$ cat config.mk
export PLATFORM = sky130hd
export DESIGN_NAME = cpu_regfile_gen_flat
export DESIGN_NICKNAME = d
export VERILOG_FILES = /design/src/rtl/cpu_regfile_pkg.sv /design/src/rtl/cpu_regfile_gen_if.sv /design/src/rtl/cpu_tcycle_counter.sv /design/src/rtl/cpu_regfile_gen.sv /design/src/flat_wrapper.sv
export SDC_FILE = /design/constraint.sdc
export NUM_CORES = 1
export LEC_CHECK = 0
export CAP_MARGIN = 20
export CORE_MARGIN = 1.5
export CORE_UTILIZATION = 35
export CTS_CLUSTER_SIZE = 40
export DETAILED_ROUTE_END_ITERATION = 10
export MAX_ROUTING_LAYER = met4
export PLACE_DENSITY = 0.55
export SLEW_MARGIN = 20
export SYNTH_ARGS = -nofsm -noshare
export SYNTH_HDL_FRONTEND = slang
export SYNTH_SLANG_ARGS = --single-unit
$ cat constraint.sdc
create_clock -name clk -period 5.8 [get_ports clk]
set_clock_uncertainty 0.2 [all_clocks]
set_input_delay 0.58 -clock clk [delete_from_list [all_inputs] [get_ports clk]]
set_output_delay 0.58 -clock clk [all_outputs]
set_load 0.01 [all_outputs]
$ cat src/rtl/cpu_regfile_pkg.sv
// rtl/cpu_regfile_pkg.sv - shared types, defaults and helpers for the register file
// Purpose : inc_mode encoding, default special-register indices and flag mask,
//           and a helper that extracts one index field from a packed port vector.
// Ports   : none (package).
// Options : REGFILE_BYPASS_EN (used by cpu_regfile_gen, not here).
package cpu_regfile_pkg;

   typedef enum logic [1:0] {
      IncModeNone       = 2'd0,
      IncModeInc        = 2'd1,
      IncModeDec        = 2'd2,
      IncModeIncNoWrite = 2'd3
   } inc_mode_e;

   localparam int         DEF_FLAG_IDX  = 6;
   localparam int         DEF_PC_HI_IDX = 12;
   localparam logic [7:0] DEF_FLAG_MASK = 8'hF0;

   // Returns field 'port' of 'width' bits from a packed vector (LSB field = port 0).
   function automatic logic [31:0] unpack_idx(input logic [255:0] vec,
                                              input int port,
                                              input int width);
      logic [255:0] field_mask;
      logic [255:0] shifted;
      field_mask = (256'(1) << width) - 256'(1);
      shifted    = (vec >> (port * width)) & field_mask;
      return shifted[31:0];
   endfunction

endpackage

$ cat src/rtl/cpu_regfile_gen_if.sv
// rtl/cpu_regfile_gen_if.sv - control/datapath bus of the register file
// Purpose : groups every non-clock signal of cpu_regfile_gen.
// Modports: master = cpu_control side (drives requests), slave = register file.
// Signals : stall, t_cycle, m_commit, rd_idx/rd_data, wr_en/wr_idx/wr_data,
//           inc_mode/inc_pair/inc_out, pc_load, flag_wr_en/flag_data, pc,
//           collision, collision_clr.
// Options : REGFILE_BYPASS_EN affects only the slave's read behaviour.
interface cpu_regfile_gen_if #(
   parameter int NUM_REGS = 14,
   parameter int DATA_W   = 8,
   parameter int NUM_READ = 2,
   parameter int T_PER_M  = 4
);
   localparam int IDX_W = $clog2(NUM_REGS);
   localparam int TW    = $clog2(T_PER_M);

   logic                         stall;
   logic [TW-1:0]                t_cycle;
   logic                         m_commit;
   logic [NUM_READ*IDX_W-1:0]    rd_idx;
   logic [NUM_READ*DATA_W-1:0]   rd_data;
   logic                         wr_en;
   logic [IDX_W-1:0]             wr_idx;
   logic [DATA_W-1:0]            wr_data;
   logic [1:0]                   inc_mode;
   logic [IDX_W-2:0]             inc_pair;
   logic [2*DATA_W-1:0]          inc_out;
   logic                         pc_load;
   logic                         flag_wr_en;
   logic [DATA_W-1:0]            flag_data;
   logic [2*DATA_W-1:0]          pc;
   logic                         collision;
   logic                         collision_clr;

   modport master (
      output stall, rd_idx, wr_en, wr_idx, wr_data, inc_mode, inc_pair,
             pc_load, flag_wr_en, flag_data, collision_clr,
      input  t_cycle, m_commit, rd_data, inc_out, pc, collision
   );

   modport slave (
      input  stall, rd_idx, wr_en, wr_idx, wr_data, inc_mode, inc_pair,
             pc_load, flag_wr_en, flag_data, collision_clr,
      output t_cycle, m_commit, rd_data, inc_out, pc, collision
   );

endinterface

$ cat src/rtl/cpu_tcycle_counter.sv
// rtl/cpu_tcycle_counter.sv - T-cycle phase counter with stall
// Purpose : counts 0..T_PER_M-1 and flags the commit phase.
// Ports   : clk, reset_n (async, active low), stall (hold),
//           t_cycle (current phase), m_commit (last phase and not stalled).
module cpu_tcycle_counter #(
   parameter  int T_PER_M = 4,
   localparam int TW      = $clog2(T_PER_M)
) (
   input  logic          clk,
   input  logic          reset_n,
   input  logic          stall,
   output logic [TW-1:0] t_cycle,
   output logic          m_commit
);
   localparam logic [TW-1:0] T_LAST = TW'(T_PER_M - 1);

   logic [TW-1:0] t_q;
   logic [TW-1:0] t_d;

   always_comb begin
      t_d = t_q;
      if (!stall) begin
         t_d = (t_q == T_LAST) ? '0 : t_q + TW'(1);
      end
   end

   always_ff @(posedge clk or negedge reset_n) begin
      if (!reset_n) t_q <= '0;
      else          t_q <= t_d;
   end

   assign t_cycle  = t_q;
   assign m_commit = (t_q == T_LAST) && !stall;

endmodule

$ cat src/rtl/cpu_regfile_gen.sv
// rtl/cpu_regfile_gen.sv - parametrised CPU register file with pair incrementer
// Purpose : NUM_REGS x DATA_W registers, NUM_READ combinational read ports,
//           16-bit pair inc/dec, PC pair, masked flags register, sticky
//           collision flag; all writes commit on the last T-cycle of an M-cycle.
// Ports   : clk, reset_n (async, active low), bus (cpu_regfile_gen_if.slave).
// Options : REGFILE_BYPASS_EN - reads on the commit phase return the value
//           being written this commit.
module cpu_regfile_gen
   import cpu_regfile_pkg::*;
#(
   parameter int                NUM_REGS  = 14,
   parameter int                DATA_W    = 8,
   parameter int                NUM_READ  = 2,
   parameter int                T_PER_M   = 4,
   parameter int                FLAG_IDX  = DEF_FLAG_IDX,
   parameter logic [DATA_W-1:0] FLAG_MASK = DATA_W'(DEF_FLAG_MASK),
   parameter int                PC_HI_IDX = DEF_PC_HI_IDX
) (
   input  logic               clk,
   input  logic               reset_n,
   cpu_regfile_gen_if.slave   bus
);
   localparam int IDX_W = $clog2(NUM_REGS);
   localparam int NSLOT = 1 << IDX_W;
   localparam int PW    = 2 * DATA_W;

   localparam logic [IDX_W-1:0] PC_HI = IDX_W'(PC_HI_IDX);
   localparam logic [IDX_W-1:0] PC_LO = IDX_W'(PC_HI_IDX + 1);
   localparam logic [IDX_W-1:0] FLAG  = IDX_W'(FLAG_IDX);

   logic [DATA_W-1:0]        regs_q [NUM_REGS];
   logic [DATA_W-1:0]        regs_d [NUM_REGS];
   logic [DATA_W-1:0]        regs_x [NSLOT];   // index-space view, unused slots read 0
   logic                     collision_q;
   logic                     collision_d;
   logic                     m_commit;
   logic [NSLOT-1:0]         hit;
   logic [DATA_W-1:0]        wval [NSLOT];
   logic                     multi;
   inc_mode_e                mode;
   logic [IDX_W-1:0]         hi_idx;
   logic [IDX_W-1:0]         lo_idx;
   logic [PW-1:0]            inc_in;
   logic [PW-1:0]            inc_out;
   logic [NUM_READ*DATA_W-1:0] rd_data_w;

   cpu_tcycle_counter #(.T_PER_M(T_PER_M)) u_tcycle (
      .clk      (clk),
      .reset_n  (reset_n),
      .stall    (bus.stall),
      .t_cycle  (bus.t_cycle),
      .m_commit (m_commit)
   );
   assign bus.m_commit = m_commit;

   for (genvar i = 0; i < NSLOT; i++) begin : g_slot
      if (i < NUM_REGS) begin : g_real
         assign regs_x[i] = regs_q[i];
      end else begin : g_pad
         assign regs_x[i] = '0;
      end
   end

   assign mode   = inc_mode_e'(bus.inc_mode);
   assign hi_idx = {bus.inc_pair, 1'b0};
   assign lo_idx = {bus.inc_pair, 1'b1};
   assign inc_in = {regs_x[hi_idx], regs_x[lo_idx]};

   always_comb begin
      case (mode)
         IncModeNone: inc_out = inc_in;
         IncModeDec:  inc_out = inc_in - PW'(1);
         default:     inc_out = inc_in + PW'(1);
      endcase
   end
   assign bus.inc_out = inc_out;

   // Sources are merged lowest priority first so later ones overwrite; a
   // target already marked means two sources hit the same register.
   always_comb begin
      hit   = '0;
      multi = 1'b0;
      for (int i = 0; i < NSLOT; i++) wval[i] = '0;
      if (bus.wr_en) begin
         multi              = multi | hit[bus.wr_idx];
         hit[bus.wr_idx]    = 1'b1;
         wval[bus.wr_idx]   = bus.wr_data;
      end
      if (mode == IncModeInc || mode == IncModeDec) begin
         multi        = multi | hit[hi_idx];
         hit[hi_idx]  = 1'b1;
         wval[hi_idx] = inc_out[PW-1:DATA_W];
         multi        = multi | hit[lo_idx];
         hit[lo_idx]  = 1'b1;
         wval[lo_idx] = inc_out[DATA_W-1:0];
      end
      if (bus.pc_load) begin
         multi       = multi | hit[PC_HI];
         hit[PC_HI]  = 1'b1;
         wval[PC_HI] = inc_out[PW-1:DATA_W];
         multi       = multi | hit[PC_LO];
         hit[PC_LO]  = 1'b1;
         wval[PC_LO] = inc_out[DATA_W-1:0];
      end
      if (bus.flag_wr_en) begin
         multi      = multi | hit[FLAG];
         hit[FLAG]  = 1'b1;
         wval[FLAG] = bus.flag_data;
      end
      wval[FLAG] = wval[FLAG] & FLAG_MASK;
      // Writes to slots beyond the register array are dropped.
      for (int i = NUM_REGS; i < NSLOT; i++) hit[i] = 1'b0;
   end

   always_comb begin
      for (int i = 0; i < NUM_REGS; i++) begin
         regs_d[i] = (m_commit && hit[i]) ? wval[i] : regs_q[i];
      end
      collision_d = collision_q;
      if (m_commit && multi) collision_d = 1'b1;
      if (bus.collision_clr) collision_d = 1'b0;
   end

   always_ff @(posedge clk or negedge reset_n) begin
      if (!reset_n) begin
         for (int i = 0; i < NUM_REGS; i++) regs_q[i] <= '0;
         collision_q <= 1'b0;
      end else begin
         for (int i = 0; i < NUM_REGS; i++) regs_q[i] <= regs_d[i];
         collision_q <= collision_d;
      end
   end

   always_comb begin
      logic [IDX_W-1:0]  ridx;
      logic [DATA_W-1:0] rval;
      rd_data_w = '0;
      for (int k = 0; k < NUM_READ; k++) begin
         ridx = IDX_W'(unpack_idx(256'(bus.rd_idx), k, IDX_W));
         rval = regs_x[ridx];
`ifdef REGFILE_BYPASS_EN
         if (m_commit && hit[ridx]) rval = wval[ridx];
`endif
         rd_data_w[k*DATA_W +: DATA_W] = rval;
      end
   end

   assign bus.rd_data   = rd_data_w;
   assign bus.pc        = {regs_q[PC_HI_IDX], regs_q[PC_HI_IDX+1]};
   assign bus.collision = collision_q;

endmodule

$ cat src/flat_wrapper.sv
// flat-port wrapper written by rule: the top's interface ports become plain ports
module cpu_regfile_gen_flat import cpu_regfile_pkg::*;
#(
   parameter int                NUM_REGS  = 14,
   parameter int                DATA_W    = 8,
   parameter int                NUM_READ  = 2,
   parameter int                T_PER_M   = 4,
   parameter int                FLAG_IDX  = DEF_FLAG_IDX,
   parameter logic [DATA_W-1:0] FLAG_MASK = DATA_W'(DEF_FLAG_MASK),
   parameter int                PC_HI_IDX = DEF_PC_HI_IDX
)
  (clk, reset_n, bus_stall, bus_rd_idx, bus_wr_en, bus_wr_idx, bus_wr_data, bus_inc_mode, bus_inc_pair, bus_pc_load, bus_flag_wr_en, bus_flag_data, bus_collision_clr, bus_t_cycle, bus_m_commit, bus_rd_data, bus_inc_out, bus_pc, bus_collision);
  cpu_regfile_gen_if #(.NUM_REGS(NUM_REGS), .DATA_W(DATA_W), .NUM_READ(NUM_READ), .T_PER_M(T_PER_M)) bus_i ();
  input  logic clk;
  input  logic reset_n;
  input wire logic [$bits(bus_i.stall)-1:0] bus_stall;
  input wire logic [$bits(bus_i.rd_idx)-1:0] bus_rd_idx;
  input wire logic [$bits(bus_i.wr_en)-1:0] bus_wr_en;
  input wire logic [$bits(bus_i.wr_idx)-1:0] bus_wr_idx;
  input wire logic [$bits(bus_i.wr_data)-1:0] bus_wr_data;
  input wire logic [$bits(bus_i.inc_mode)-1:0] bus_inc_mode;
  input wire logic [$bits(bus_i.inc_pair)-1:0] bus_inc_pair;
  input wire logic [$bits(bus_i.pc_load)-1:0] bus_pc_load;
  input wire logic [$bits(bus_i.flag_wr_en)-1:0] bus_flag_wr_en;
  input wire logic [$bits(bus_i.flag_data)-1:0] bus_flag_data;
  input wire logic [$bits(bus_i.collision_clr)-1:0] bus_collision_clr;
  output wire logic [$bits(bus_i.t_cycle)-1:0] bus_t_cycle;
  output wire logic [$bits(bus_i.m_commit)-1:0] bus_m_commit;
  output wire logic [$bits(bus_i.rd_data)-1:0] bus_rd_data;
  output wire logic [$bits(bus_i.inc_out)-1:0] bus_inc_out;
  output wire logic [$bits(bus_i.pc)-1:0] bus_pc;
  output wire logic [$bits(bus_i.collision)-1:0] bus_collision;
  assign bus_i.stall = bus_stall;
  assign bus_i.rd_idx = bus_rd_idx;
  assign bus_i.wr_en = bus_wr_en;
  assign bus_i.wr_idx = bus_wr_idx;
  assign bus_i.wr_data = bus_wr_data;
  assign bus_i.inc_mode = bus_inc_mode;
  assign bus_i.inc_pair = bus_inc_pair;
  assign bus_i.pc_load = bus_pc_load;
  assign bus_i.flag_wr_en = bus_flag_wr_en;
  assign bus_i.flag_data = bus_flag_data;
  assign bus_i.collision_clr = bus_collision_clr;
  assign bus_t_cycle = bus_i.t_cycle;
  assign bus_m_commit = bus_i.m_commit;
  assign bus_rd_data = bus_i.rd_data;
  assign bus_inc_out = bus_i.inc_out;
  assign bus_pc = bus_i.pc;
  assign bus_collision = bus_i.collision;
  cpu_regfile_gen #(.NUM_REGS(NUM_REGS), .DATA_W(DATA_W), .NUM_READ(NUM_READ), .T_PER_M(T_PER_M), .FLAG_IDX(FLAG_IDX), .FLAG_MASK(FLAG_MASK), .PC_HI_IDX(PC_HI_IDX)) u_core (.clk(clk), .reset_n(reset_n), .bus(bus_i));
endmodule
==> run summary, run 1 <==
status - finished clean
Final Non-Filler Cells - 1,473
largest net degree at the start of global routing - 57
register area share after synthesis - 29.4%
RSZ-0062 raised after global routing - no
Worst-Margin Slew - 1.02 ns
Switching Power - 2.13 mW
DRT Wirelength - 37.4 mm
Reg power frac - 34.7%
grt total ovfl - 0
DR iter-0 viols - 912
Reg2Reg Depth - 15
Fin. Hold Viols - 0
adder-cell share of the synthesized area - 2.46%
CTS buffer count - 9
first drt pass iteration count - 5
placed cell count - 1,457
area grow syn2layout - 15.9%
reg-to-reg endpoint - u_core.regs_q[95]$_DFFE_PN0P_
leakage - 4.61 nW
Unique masters post-synth - 80
mux contribution to synthesized area - 20.9%
switch share - 44.3%
DR vias - 9,168
Synth Cell Area - 0.00945 mm²
class of the worst hold path - input port to asynchronous set/reset pin
WL/cell - 25.4 µm
Synth Warn # - 0
clock tree buffer depth - 2
Row Count - 59
Die Ht - 167 µm
# IOs - 92
most frequent cells in the layout - nor2_1 (115), dfrtp_1 (111), nand2_1 (99)
fin crit share - 95.1%
max-cap violation count - 0
layout cells sized above 1 - 15.4%
Cells after Synth - 1,077
first-pass GRT wire length - 55.2 mm
FMAX - 0.181 GHz
FF+latch area - 0.00278 mm²
Via density - 6.22
Int Pwr - 2.68 mW
CORE AREA - 0.0263 mm²
Root Buffer - clkbuf_16
dpl hpwl - 29.0 mm
EDFF count, synth - 0
Synth Area in Compound Gates - 25.4%
syn nets - 1,135
Slew Limit Headroom - 31.2%
Reg clk slew, reported paths - 0.08 ns
routability cong. - 0.976
hold bufs inserted after CTS - 0
largest family of logic cells by synthesized area - compound AO/OA/AOI/OAI gates
clk sinks - 111
Power Density - 439 mW/mm²
VDD IR max - 0.000157 V
Final #Nets - 1,191
Yosys reg bits - 111
# Post-CTS Setup Buffers - 0
Slew Limit Fails - 0
setup TNS - 0 ns
Synth Area in Simple Gates - 14.8%
vias in the first global route - 8,335
Final ANT Viol Nets - 0
Initial Util - 35.9%
Syn Area/Cell - 8.77 µm²
post-CTS resize count - 0
Worst R2R Start - u_core.regs_q[53]$_DFFE_PN0P_
DRC - 0
CP Data Arrival Time - 4.74 ns
latest clock arrival within the worst-skew pair - 0.37 ns
post-synthesis xor/xnor area fraction - 0.649%
Worst setup SP type - input port
H-tree level count - 3
initial antenna violation count - 0
Final min period - 5.52 ns
Fillers - 2,608
Setup Viol. Count Final - 0
clock power share - 13.1%
critical path type - input port to primary output
worst endpoint required time - 5.02 ns
CTS tree - yes
Combinational Power Share - 52.2%
Main synth FF type - dfrtp_1
Synth async-reset ratio - 100%
critical path fanouts, max - 15
DIE AREA - 0.0280 mm²
CP Capture Type - primary output
most common cell after layout, fill and taps aside - nor2_1
GRT Util Overall - 27.4%
n_diodes - 0
Multi-input gate area - 0.00607 mm²
R2R setup slack - 1.64 ns
IO Port Bufs - 87
die width - 167 µm
[final cells by class]
cell class / instances / share of cell area (%)
inverter: 38 / 1.30
clock buffer: 10 / 2.18
tap: 335 / 3.83
multi-input combinational: 833 / 55.4
sequential: 111 / 25.4
clock inverter: 6 / 0.514
timing repair buffer: 140 / 11.4
[logic make-up after synthesis]
family / Yosys count
buf+inv: 133
xor+xnor: 7
fa+ha+maj: 18
simple gates: 311
mux: 135
flops: 111
compound gates: 362
[metal layers]
| layer | up-vias | share of wire, % | track usage [%] |
|---|---|---|---|
| met5 | - | 0 | - |
| met3 | 45 | 7.7 | 3.57 |
| met2 | 461 | 46 | 42.1 |
| li1 | 4127 | - | - |
| met4 | 0 | 2.3 | 8.23 |
| met1 | 4535 | 44 | 37.7 |
[cells in the mapped netlist (6+ instances only)]
library cell,n,area share (%)
a211oi_1,13,1.0
a21o_1,17,1.4
a21oi_1,96,5.1
a22o_1,6,0.56
a22oi_1,15,1.2
a31oi_1,11,0.73
a32oi_1,6,0.56
buf_1,6,0.24
buf_2,13,0.69
buf_4,22,1.7
clkbuf_1,54,2.1
dfrtp_1,111,29
ha_1,17,2.3
inv_1,37,1.5
mux2_2,23,2.7
mux2i_1,63,6.7
mux4_2,45,11
nand2_1,99,3.9
nand2b_1,13,0.86
nand3_1,16,0.85
nor2_1,115,4.6
nor2b_1,16,1.1
nor3_1,15,0.79
o21ai_0,81,4.3
o21ai_1,13,0.69
o221ai_1,8,0.74
o22ai_1,27,1.8
o31ai_1,8,0.64
or3_1,9,0.60
[power by group through the flow]
stage	combinational (mW)	clock, mW	sequential (mW)
2_1_floorplan	1.62	0	1.40
3_3_place_gp	2.46	0	1.63
3_5_place_dp	2.48	0	1.64
4_1_cts	2.49	0.631	1.62
5_1_grt	2.70	0.668	1.70
6_report	2.51	0.631	1.67
[worst max-delay path: stages]
cell             delay (ns)
buf_2                  0.37
mux2_2                 0.38
a22oi_1                0.18
o22ai_1                0.10
a31oi_1                0.36
inv_1                  0.09
ha_1                   0.43
nand4_1                0.22
nor2_1                 0.07
a211oi_1               0.39
o31ai_4                0.21
o31a_1                 0.29
a211o_4                0.32
nand2_4                0.15
clkdlybuf4s50_1        0.58
[worst max path at each step]
stage,from,to,slack (ns),cells after the start
after floorplan,bus_inc_pair[2],bus_inc_out[15],1.33,16
after global placement,bus_inc_pair[1],bus_inc_out[15],0.35,18
after detailed placement,bus_inc_pair[1],bus_inc_out[13],0.33,15
after CTS,bus_inc_pair[1],bus_inc_out[13],0.31,15
after global routing,bus_inc_pair[1],bus_inc_out[13],0.08,15
final,bus_inc_pair[1],bus_inc_out[13],0.28,15
[state kept, by name (all words and copies together) (netlist names)]
name	flops
u_core.u_tcycle.t_cycle	2
u_core.bus.pc	16
u_core.regs_q	92
u_core.bus.collision	1
[metrics by stage]
| step | hold slack, ns | total power, mW | worst slack [ns] | utilization [%] | area, µm² |
|---|---|---|---|---|---|
| after global routing | 0.142 | 5.07 | 0.0830 | 41.7 | 10900 |
| after detailed placement | 0.324 | 4.12 | 0.329 | 40.5 | 10700 |
| after CTS | 0.113 | 4.75 | 0.314 | 41.7 | 10900 |
| after floorplan | 0.0844 | 3.01 | 1.33 | - | 9450 |
| final | 0.0884 | 4.81 | 0.285 | 41.7 | 10900 |
| after global placement | 0.317 | 4.09 | 0.346 | 40.5 | 10700 |
(Power assumes the default switching activity.)
==> run 2, diff against run 1 <==
--- a/config.mk
+++ b/config.mk
@@ -11,7 +11,7 @@
 export CTS_CLUSTER_SIZE = 40
 export DETAILED_ROUTE_END_ITERATION = 10
 export MAX_ROUTING_LAYER = met4
-export PLACE_DENSITY = 0.55
+export PLACE_DENSITY = 0.62
 export SLEW_MARGIN = 20
 export SYNTH_ARGS = -nofsm -noshare
 export SYNTH_HDL_FRONTEND = slang
==> run 2 against run 1 <==
Global-route usage increased by 0.057 points. Fmax decreased by 2.5%. Core utilization increased by 0.18 points. Combinational power about the same. Via count increased by 3.1%. Largest power group unchanged.
==> run summary, run 2 (synthesis results as in run 1) <==
most common cell after layout, fill and taps aside - nor2_1
worst endpoint required time - 5.02 ns (about the same)
largest net degree at the start of global routing - 58 (+1.8%)
Worst setup SP type - input port
Final min period - 5.65 ns (+0.139 ns)
Slew Limit Fails - 0 (unchanged)
layout cells sized above 1 - 15.5% (+0.15 points)
vias in the first global route - 8,783 (+5.4%)
initial antenna violation count - 1 (+1)
max-cap violation count - 0 (unchanged)
number of flip-flops in the largest register - 92 (unchanged)
Top reg by flops - u_core.regs_q
GRT Util Overall - 27.5% (+0.057 points)
DR vias - 9,455 (+3.1%)
most frequent cells in the layout - nor2_1 (115), dfrtp_1 (111), nand2_1 (99)
first-pass GRT wire length - 56.4 mm (+2.0%)
critical path type - input port to primary output
CP Data Arrival Time - 4.87 ns (+0.13 ns)
Fin. Hold Viols - 0 (unchanged)
DIE AREA - 0.0280 mm² (unchanged)
post-CTS resize count - 0 (unchanged)
CORE AREA - 0.0263 mm² (unchanged)
die width - 167 µm (unchanged)
grt total ovfl - 0 (unchanged)
fin crit share - 97.5% (+2.4 points)
Final #Nets - 1,194 (+0.25%)
WL/cell - 25.3 µm (-0.17%)
DRC - 0 (unchanged)
GR Util met1 - 35.2% (-2.5 points)
leakage - 4.64 nW (+0.65%)
CTS buffer count - 9 (unchanged)
IO Port Bufs - 87 (unchanged)
clock tree buffer depth - 2 (unchanged)
routability cong. - 1.02 (+4.4%)
area grow syn2layout - 16.4%
Worst-Margin Slew - 0.997 ns (-0.0258 ns)
first drt pass iteration count - 7 (+2)
Die Ht - 167 µm (unchanged)
FMAX - 0.177 GHz (-2.5%)
setup TNS - 0 ns (unchanged)
critical path fanouts, max - 21 (+6)
class of the worst hold path - input port to asynchronous set/reset pin
Reg clk slew, reported paths - 0.06 ns (-0.02 ns)
# Post-CTS Setup Buffers - 0 (unchanged)
Final ANT Viol Nets - 0 (unchanged)
# IOs - 92 (unchanged)
global-route met2 utilization - 41.3% (-0.87 points)
Fillers - 2,519 (-3.4%)
DR iter-0 viols - 1,137 (+25%)
Row Count - 59 (unchanged)
Slew Limit Headroom - 32.9% (+1.7 points)
hold bufs inserted after CTS - 0 (unchanged)
Initial Util - 35.9% (unchanged)
Setup Viol. Count Final - 0 (unchanged)
Final WS setup - 0.146 ns (-0.139 ns)
CTS tree - yes
Root Buffer - clkbuf_16
clk sinks - 111 (unchanged)
CP Capture Type - primary output
status - finished clean
Via density - 6.41 (+2.9%)
H-tree level count - 3 (unchanged)
met3 Track Usage GR - 6.48% (+2.9 points)
Top Usage Layer GRT - met2
DRT Wirelength - 37.4 mm (about the same)
Power Density - 443 mW/mm² (+0.85%)
VDD IR max - 0.000156 V (-0.79%)
RSZ-0062 raised after global routing - no
dpl hpwl - 28.3 mm (-2.4%)
latest clock arrival within the worst-skew pair - 0.37 ns (about the same)
Setup WS pre-CTS - 0.279 ns (-0.0499 ns)
## run 2: changes by cell type in the layout (fill, tap and decap cells not counted), sizes merged
cell and delta:
bufinv +1, inv -1, diode +1, clkinvlp -1, buf +3, clkinv -3
clkbuf +3
## run 2: metrics by stage
step	cell area (µm²)	power (mW)	hold slack (ns)	util [%]	std cells
final	11000	4.87	0.0785	41.8	1476
after detailed placement	10700	4.11	0.316	40.6	1460
after global routing	11000	5.10	0.135	41.8	1476
after CTS	11000	4.78	0.102	41.8	1475
after global placement	10700	4.05	0.305	40.6	1460
after floorplan	9450	3.01	0.0844	-	1077
## run 2: final timing paths
| check | startpoint | to | slack [ns] | cells after the start |
|---|---|---|---|---|
| setup / recovery | bus_inc_pair[1] | bus_inc_out[13] | 0.15 | 15 |
| min in group clk | u_core.regs_q[80]$_DFFE_PN0P_ | u_core.regs_q[80]$_DFFE_PN0P_ | 0.34 | 2 |
| hold reg to reg | u_core.regs_q[80]$_DFFE_PN0P_ | u_core.regs_q[80]$_DFFE_PN0P_ | 0.34 | 2 |
| setup reg to reg | u_core.bus.pc[5]$_DFFE_PN0P_ | u_core.regs_q[79]$_DFFE_PN0P_ | 1.69 | 15 |
| hold / removal | reset_n | u_core.regs_q[63]$_DFFE_PN0P_ | 0.08 | 1 |
| max in group asynchronous | reset_n | u_core.regs_q[51]$_DFFE_PN0P_ | 4.03 | 2 |
## run 2: area by class of cell
| cell class | instances | area, µm² | share of cell area (%) |
|---|---|---|---|
| inverter | 38 | 143 | 1.30 |
| antenna | 1 | 2.50 | 0.0228 |
| tap | 335 | 419 | 3.81 |
| timing repair buffer | 143 | 1270 | 11.5 |
| clock inverter | 2 | 37.5 | 0.341 |
| multi-input combinational | 833 | 6070 | 55.2 |
| sequential | 111 | 2780 | 25.3 |
| clock buffer | 13 | 280 | 2.55 |
## run 2: critical path, stage by stage
cell and delay, ns:
buf_2 0.47, buf_4 0.26, nor2b_1 0.19, buf_4 0.23, a21oi_1 0.09, a21oi_1 0.49
ha_1 0.37, nand4_1 0.18, nor2_1 0.07, a211oi_1 0.39, o31ai_4 0.22, o31a_1 0.29
a211o_4 0.31, nand2_4 0.15, clkdlybuf4s50_1 0.57
## run 2: layer usage
metal	part of all wire, %	wire length, µm
met5	0	0
met4	4.5	1690
met3	12	4350
met2	45	16700
met1	39	14600
## run 2: report_power, final
part           total, mW  switching, mW  internal (mW)
combinational       2.53           1.29           1.24
sequential          1.67          0.538           1.13
clock              0.675          0.294          0.380
==> run 3, diff against run 2 <==
==> constraint.sdc (replaced) <==
create_clock -name clk -period 6.6 [get_ports clk]
set_clock_uncertainty 0.2 [all_clocks]
set_input_delay 0.66 -clock clk [delete_from_list [all_inputs] [get_ports clk]]
set_output_delay 0.66 -clock clk [all_outputs]
set_load 0.01 [all_outputs]
==> run 3 against run 2 <==
Die area is the same. Sequential cell count is the same. Setup slack gained 0.65 ns. Clock power shrank 12%. Design area shrank 1.4%. Largest cell class unchanged.
==> run summary, run 3 (synthesis results as in run 1) <==
status - finished clean
Top Usage Layer GRT - met2
# Post-CTS Setup Buffers - 0 (unchanged)
leakage - 4.55 nW (-2.0%)
area grow syn2layout - 14.8%
clock tree buffer depth - 2 (unchanged)
initial antenna violation count - 0 (-1)
FMAX - 0.172 GHz
dpl cell area - 0.0105 mm² (-1.3%)
most common cell after layout, fill and taps aside - nor2_1
die width - 167 µm (unchanged)
grt total ovfl - 0 (unchanged)
Util after Layout - 41.3% (-0.59 points)
Final Non-Filler Cells - 1,459 (-1.2%)
Worst R2R Start - u_core.regs_q[71]$_DFFE_PN0P_
DRT Wirelength - 36.5 mm (-2.3%)
n_diodes - 0 (-1)
Via density - 6.28 (-2.0%)
number of flip-flops in the largest register - 92 (unchanged)
global-route met2 utilization - 40.3% (-0.92 points)
CP Data Arrival Time - 4.94 ns (+0.07 ns)
CTS buffer count - 9 (unchanged)
DRC - 0 (unchanged)
Top reg by flops - u_core.regs_q
Reg clk slew, reported paths - 0.07 ns (about the same)
clk sinks - 111 (unchanged)
WL/cell - 25.0 µm (-1.2%)
Power Density - 389 mW/mm² (-12%)
most frequent cells in the layout - nor2_1 (115), dfrtp_1 (111), nand2_1 (99)
CP Capture Type - primary output
RSZ-0062 raised after global routing - no
Root Buffer - clkbuf_16
GRT Util Overall - 27.0% (-0.46 points)
layout cells sized above 1 - 14.3% (-1.2 points)
Worst setup SP type - input port
CORE AREA - 0.0263 mm² (unchanged)
critical path fanouts, max - 24 (+14%)
Worst-Margin Slew - 1.12 ns (+0.125 ns)
Setup Viol. Count Final - 0 (unchanged)
DIE AREA - 0.0280 mm² (unchanged)
worst endpoint required time - 5.74 ns (+0.72 ns)
Row Count - 59 (unchanged)
Setup WS pre-CTS - 0.865 ns (+0.586 ns)
first-pass GRT wire length - 55.0 mm (-2.4%)
max-cap violation count - 0 (unchanged)
Final min period - 5.80 ns
routability cong. - 0.980 (-3.9%)
Power, Total - 4.22 mW (-13%)
DR iter-0 viols - 1,129 (-0.70%)
placed cell count - 1,443 (-1.2%)
design area - 0.0108 mm² (-1.4%)
fin crit share - 87.9%
IO Port Bufs - 87 (unchanged)
latest clock arrival within the worst-skew pair - 0.38 ns (about the same)
Die Ht - 167 µm (unchanged)
H-tree level count - 3 (unchanged)
Final #Nets - 1,177 (-1.4%)
VDD IR max - 0.000148 V (-4.9%)
GR Util met1 - 36.1% (+0.85 points)
CP startpoint - bus_inc_pair[0]
Slew Limit Fails - 0 (unchanged)
dpl hpwl - 27.9 mm (-1.7%)
Final ANT Viol Nets - 0 (unchanged)
hold bufs inserted after CTS - 0 (unchanged)
critical path type - input port to primary output
Initial Util - 35.9% (unchanged)
CTS tree - yes
vias in the first global route - 8,463 (-3.6%)
Fillers - 2,603 (+3.3%)
Hold Slack - 0.195 ns (+0.117 ns)
Slew Limit Headroom - 25.0% (-8.0 points)
met3 Track Usage GR - 5.01% (-1.5 points)
largest net degree at the start of global routing - 65 (+12%)
Final WS setup - 0.796 ns (+0.650 ns)
first drt pass iteration count - 5 (-2)
class of the worst hold path - input port to asynchronous set/reset pin
Fin. Hold Viols - 0 (unchanged)
DR vias - 9,163 (-3.1%)
# IOs - 92 (unchanged)
setup TNS - 0 ns (unchanged)
post-CTS resize count - 0 (unchanged)
[run 3: worst max-delay path, stage by stage]
cell,delay [ns]
buf_2,0.40
nor2b_1,0.61
a22oi_1,0.12
o21ai_0,0.57
ha_1,0.39
nand4_1,0.15
nor2_1,0.07
a211oi_1,0.37
o31ai_4,0.20
a211oi_2,0.25
xnor2_1,0.10
o21ai_2,0.45
inv_1,0.08
clkdlybuf4s50_1,0.49
[run 3: cell type report]
type,instances,area (µm²),area share [%]
flip-flops and latches,111,2780,25.6
clock inverters,6,73.8,0.681
clock buffers,10,229,2.11
multi-input cells,833,6070,56.0
repair buffers,126,1130,10.4
well taps,335,419,3.87
inverters,38,143,1.32
[run 3: power by group]
part	leakage [nW]	total, mW	internal [mW]	switching (mW)
Sequential	1.41	1.45	0.991	0.456
Clock	0.148	0.591	0.302	0.289
Combinational	2.99	2.18	1.07	1.11
Total	4.55	4.22	2.36	1.86
[run 3: path summary, 6_finish.rpt]
kind	end	slack (ns)	depth (start not counted)
max	bus_inc_out[11]	0.80	14
min	u_core.regs_q[63]$_DFFE_PN0P_	0.20	1
max reg2reg	u_core.regs_q[111]$_DFFE_PN0P_	2.42	13
min reg2reg	u_core.regs_q[80]$_DFFE_PN0P_	0.33	2
max in group asynchronous	u_core.regs_q[90]$_DFFE_PN0P_	4.81	2
min in group clk	u_core.regs_q[80]$_DFFE_PN0P_	0.33	2
[run 3: metal layers]
metal | part of all wire (%) | up-vias
li1 | - | 4093
met1 | 41 | 4455
met2 | 45 | 536
met3 | 10 | 79
met4 | 3.5 | 0
met5 | 0 | -
